**config.mk**
```make
export PLATFORM = sky130hd
export DESIGN_NAME = pipelined_register_file
export DESIGN_NICKNAME = d
export VERILOG_FILES = /design/src/rtl/pipelined_register_file.sv
export SDC_FILE = /design/constraint.sdc
export NUM_CORES = 2
export LEC_CHECK = 0
export CORE_MARGIN = 2
export CORE_UTILIZATION = 59
export DETAILED_ROUTE_END_ITERATION = 8
export DONT_BUFFER_PORTS = 1
export HOLD_SLACK_MARGIN = 0.02
export PLACE_DENSITY = 0.8
export REMOVE_ABC_BUFFERS = 1
export SLEW_MARGIN = 20
export SYNTH_ARGS = -nofsm -noshare
export SYNTH_HDL_FRONTEND = slang
export SYNTH_SLANG_ARGS = --single-unit
```
**constraint.sdc**
```tcl
create_clock -name clk -period 3.1 [get_ports clk]
set_clock_uncertainty 0.1 [all_clocks]
set_input_delay 0.62 -clock clk [delete_from_list [all_inputs] [get_ports clk]]
set_output_delay 0.62 -clock clk [all_outputs]
set_load 0.05 [all_outputs]
```
**src/rtl/pipelined_register_file.sv**
```systemverilog
// Integer register file: N read ports with write forwarding, pending-write scoreboard, sticky ecall halt, debug read.
// Latency: reads and rs_busy are combinational; writes, busy bits and is_halted update on the next rising clk edge.
// Backpressure: none; rs_busy tells decode to stall, and the file always accepts writes and reserves.
module pipelined_register_file #(
    parameter int               XLEN           = 32,
    parameter int               NUM_REGS       = 32,
    parameter int               NUM_READ_PORTS = 2,
    parameter int               BYPASS_EN      = 1,
    parameter int               SP_IDX         = 2,
    parameter logic [XLEN-1:0]  SP_INIT        = 'h2ffc,
    parameter int               HALT_REG       = 17,
    parameter logic [XLEN-1:0]  HALT_CODE      = 'd10,
    localparam int              AW             = $clog2(NUM_REGS)
) (
    input  logic                           clk,
    input  logic                           reset,
    input  logic [NUM_READ_PORTS*AW-1:0]   rs_addr,
    output logic [NUM_READ_PORTS*XLEN-1:0] rs_dout,
    output logic [NUM_READ_PORTS-1:0]      rs_busy,
    input  logic                           wr_en,
    input  logic [AW-1:0]                  wr_addr,
    input  logic [XLEN-1:0]                wr_data,
    input  logic                           rsv_en,
    input  logic [AW-1:0]                  rsv_addr,
    input  logic                           is_ecall,
    output logic                           is_halted,
    input  logic [AW-1:0]                  dbg_addr,
    output logic [XLEN-1:0]                dbg_dout
);

    localparam logic [AW-1:0] HALT_A = AW'(HALT_REG);
    localparam bit            BYP    = (BYPASS_EN != 0);

    logic [XLEN-1:0]     rf [NUM_REGS];
    logic [NUM_REGS-1:0] busy;
    logic [NUM_REGS-1:0] busy_nxt;
    logic                wr_live;
    logic                rsv_live;
    logic                halt_fwd;
    logic [XLEN-1:0]     halt_val;
    logic                halt_req;

    // x0 is hardwired: writes and reservations aimed at it never touch state
    assign wr_live  = wr_en  && (wr_addr  != '0);
    assign rsv_live = rsv_en && (rsv_addr != '0);

    for (genvar k = 0; k < NUM_READ_PORTS; k++) begin : g_rd
        logic [AW-1:0] a;
        logic          fwd;
        assign a   = rs_addr[k*AW +: AW];
        // a same-cycle write to this register both supplies the data and releases the hazard
        assign fwd = BYP && wr_en && (wr_addr == a);
        assign rs_dout[k*XLEN +: XLEN] = (a == '0) ? '0 : (fwd ? wr_data : rf[a]);
        assign rs_busy[k]              = (a != '0) && busy[a] && !fwd;
    end

    // halt compares the value decode would see, so it follows the same forwarding rule as the read ports
    assign halt_fwd = BYP && wr_en && (wr_addr == HALT_A);
    assign halt_val = (HALT_A == '0) ? '0 : (halt_fwd ? wr_data : rf[HALT_A]);
    assign halt_req = is_ecall && (halt_val == HALT_CODE);

    // debug port shows architectural state only, never forwarded data
    assign dbg_dout = (dbg_addr == '0) ? '0 : rf[dbg_addr];

    // register array: reset clears everything except the stack pointer
    always_ff @(posedge clk or negedge reset) begin
        if (!reset) begin
            for (int i = 0; i < NUM_REGS; i++) begin
                rf[i] <= (i == SP_IDX) ? SP_INIT : '0;
            end
        end else if (wr_live) begin
            rf[wr_addr] <= wr_data;
        end
    end

    // next busy vector: writeback releases first so a same-cycle reservation of that register wins
    always_comb begin
        busy_nxt = busy;
        if (wr_live) begin
            busy_nxt[wr_addr] = 1'b0;
        end
        if (rsv_live) begin
            busy_nxt[rsv_addr] = 1'b1;
        end
    end

    // pending-write scoreboard, one bit per register
    always_ff @(posedge clk or negedge reset) begin
        if (!reset) begin
            busy <= '0;
        end else begin
            busy <= busy_nxt;
        end
    end

    // sticky halt flag, cleared only by reset
    always_ff @(posedge clk or negedge reset) begin
        if (!reset) begin
            is_halted <= 1'b0;
        end else if (halt_req) begin
            is_halted <= 1'b1;
        end
    end

endmodule

```
# Word-level counts from Yosys, hierarchy flattened
# Cells that the tools add are included.
# W data, S select, Z words.
# classes
n_lt_le_gt_ge	11
eq_ne	4
n_mux	28
bitwise_logic	7
n_reduce_logical	22
# ops
cell	count
$bwmux W1024	1
$bmux W32 S5	3
$mux W32	15
$demux W32 S5	1
$and A32 B32 Y32	1
$eq A32 B4 Y1 const B	1
$not A32 Y32	1
$or A32 B32 Y32	1
$ge A6 B6 Y1 const B	4
$lt A5 B6 Y1 const B	4
$not A5 Y6	4
$reduce_bool A5 Y1	4
$logic_not A5 Y1	3
$logic_and A1 B1 Y1	13
$bmux W1 S5	2
$demux W1 S5	2
$eq A5 B5 Y1	2
$ge A5 B1 Y1 const B	2
$lt A6 B1 Y1 const B	1
$eq A5 B5 Y1 const B	1
$mux W1	4
$logic_not A1 Y1	2
# totals
reg_bits	1057
wordCells	106

# Logic depth before layout (Yosys ltp)
# logic_depth
word_depth	9
mapped_depth	9
mapped_depth_nobuf	5

# Worst setup path before layout
# No wires, ideal clock.
# synth_path
path_kind	input to output
start	input port rs_addr[0]
end	output port rs_dout[13]
arrival_ps	3156
t_required_ps	2380
setup_slack_ps	-776
path_stages	8
n_path_buf	4
cell_sequence	buf_6 buf_8 buf_8 buf_4 mux4_2 a32o_1 or3_1 o31ai_1
# synth_between
elab_chain_cells	6
word_cells_on_any_way	9
classes_between	1 x eq/ne; 5 x mux; 1 x bitwise; 2 x reduce/logical
# synth_rtl
element	line_no	text
start, declared	17	input logic [NUM_READ_PORTS*AW-1:0] rs_addr,
$not A5 Y6 (not written as such)	53	assign rs_dout[k*XLEN +: XLEN] = (a == '0) ? '0 : (fwd ? wr_data : rf[a]);
$bmux W32 S5	53	
$mux W32 (not written as such) (2 in a row)	53	
$mux W32	53	
$mux W32 *	53	
end, declared	18	output logic [NUM_READ_PORTS*XLEN-1:0] rs_dout,
# Mark *: on every way between the ends. The rest lies on a longest branch, timed or not. The select of a mux whose other input is x is not followed.

# Worst setup path after layout
# layout_path
start	input port rs_addr[5]
end	output port rs_dout[62]
# The elaborated chain is that of the path after synthesis.

==> results.cfg <==
[power]
finalPower_uw = 46290
p_per_area_nw_per_um2 = 616.5
leakage_uw = 0.03104
ir_drop_v = 0.0005462

[sta]
worstMarginPinSlew_ps = 1912
finalCritPeriodShare_pct = 145.4
setup_slack_ps = -1408
setup_viol = 98
slew_headroom_pct = -27.44
holdWs_ps = 8.966
rsz0062_at_grt = yes
fin_crit_ps = 4508
finalSetupTns_ps = -66150
fmax_ghz = 0.2219
hold_violations = 0
drv_slew = 199

[grt]
grt_overflow = 0
antenna_found_initial = 7
grt_pass1_wl_um = 318700
track_usage_pct = 38.63
grt_pass1_vias = 47870
grt_max_degree = 1058

[synthesis]
synthArstFlopShare_pct = 100.0
synth_cells = 4469
synth_edf_count = 0
synth-seq-cells = 1057
synth_seq_area_share_pct = 40.77
avgSynthCellArea_um2 = 14.53
ys_types = 61
yosys_most_used_dff = dfrtp_1
synth_top_area_share_pct = 40.32
yosys_warnings = 0
syn-cell-area_um2 = 64910
synth_area_leaders = dfrtp_1, mux4_2, mux2_2
synth_top_area_cell = dfrtp_1

[flow_run]
drv_cap = 0

[placed_design]
placed_area_um2 = 67740
place_congestion = 0.9000
pre_cts_slack_ps = -256.7
hpwl_um = 112600
portBuffers = 0

[cts]
cts_max_level = 3
numCtsBuffers = 109
insertion_delay_ps = 730
clockRootBuffer = clkbuf_16
clk_pin_slew_ps = 70
cts_sinks = 1057
cts_buffer_depth = 3
cts_tree = done

[die]
core_um2 = 109000
rows = 121
die-area_um2 = 112700
initial_utilization_pct = 59.55
ioPinCount = 161
die_width_um = 335.7
die-height_um = 335.7

[setup_path]
cp.arrival_ps = 3790
required_ps = 2380
crit_fanout = 308
startpoint_type = input pin
regToRegSetupSlack_ps = 640
r2r-end = is_halted$_DFFE_PN0P_
crit_type = in2out
cp-end-kind = primary output
reg2reg_depth = 6
cp-startpoint = rs_addr[5]
endpoint = rs_dout[62]
r2r-start = rf[474]$_DFFE_PN0P_

[finish]
syn_to_final_growth_pct = 15.67
layout_commonest_cell = dfrtp_1
fill_cells = 6811
layout_common_cells = dfrtp_1, mux2_2, mux4_2, buf_4, clkbuf_16
finish.instance_area_um2 = 75080
fin_nets = 4513
drive_above_1_share_pct = 60.69

[routing]
drtIter0Drc = 6555
drt-pass1-iter-count = 6
ant_nets = 0
via_count = 47030
vias_per_cell = 7.886
wire_per_inst_um = 36.77
wl_um = 219300
drc = 0

[worst_hold_path]
hp-class = in2async

[status]
outcome = complete, but fails checks
violations = slew limit, setup timing
==> power by group <==
part	internal, uW	switching (uW)	total (uW)	leakage, uW
registers	16500	2630	19100	0.0135
logic	7680	5040	12700	0.0156
clock network	8500	5980	14500	0.00192
total	32600	13700	46300	0.0310
==> through the flow <==
stage | cells | util [%]
final | 5963 | 68.88
after floorplan | 3941 | -
after detailed placement | 5607 | 62.14
after global placement | 5607 | 62.14
after CTS | 5913 | 67.70
after global routing | 5958 | 68.87
==> flip-flops by register name, summed over array words and instances, names as in the netlist <==
register / flops
busy: 32
is_halted: 1
rf: 1024
==> cells by family after synthesis <==
logic type | after synthesis | share of synthesized area, %
buffers and inverters | 568 | 3.928
AO/OA/AOI/OAI | 446 | 4.703
XOR/XNOR | 10 | 0.1349
flip-flops | 1057 | 40.77
multiplexers | 1936 | 46.90
AND/OR/NAND/NOR | 452 | 3.560
==> cells in the mapped netlist (all sizes together), types with 58 or more instances <==
master,n
nor2,93
mux2i,110
mux2,1046
dfrtp,1046
nand2,103
buf,220
nor3,58
o22ai,74
o21ai,107
clkbuf,308
a211oi,80
mux4,780
==> how the worst min path moves through the flow <==
stage           startpoint  cells past startpoint                  end
5_1_grt        rsv_addr[2]                      3   busy[19]$_DFF_PN0_
3_5_place_dp         reset                      0  rf[886]$_DFFE_PN0P_
4_1_cts              reset                      0  rf[854]$_DFFE_PN0P_
3_3_place_gp         reset                      0  rf[822]$_DFFE_PN0P_
2_1_floorplan        reset                      0    busy[0]$_DFF_PN0_
6_report             reset                      2  rf[308]$_DFFE_PN0P_
==> layer usage <==
metal	vias to the layer above	track usage, %	share of wire [%]
met5	-	0	0.034
met4	12	24.96	7.6
met3	1123	12.80	14
met2	3845	56.62	45
met1	24340	49.59	34
li1	17700	-	-
==> worst max-delay path: stages <==
cell and delay [ps]:
mux4_2 1150, o211ai_1 240, o41ai_1 140, nor4_1 300, a211oi_2 90, buf_4 210, buf_12 150
==> area by class of cell <==
class	instances	area [um2]	share of cell area, %
Multi-Input combinational cell	2844	38090	50.73
Antenna cell	6	15.01	0.02000
Inverter	40	151.4	0.2016
Tap cell	1414	1769	2.356
Clock buffer	139	3033	4.039
Timing Repair Buffer	399	4696	6.254
Sequential cell	1057	26480	35.27
Clock inverter	64	848.3	1.130
==> repair_timing <==
item	in CTS	in global routing
hold endpoints to repair	2024	213
cloned	0	3
pin swaps	177	86
endpoints found under the setup margin	98	98
gates resized for setup	301	155
hold buffers	32	4
setup buffers	77	35
No activity file was read; power rests on OpenSTA's default activity.
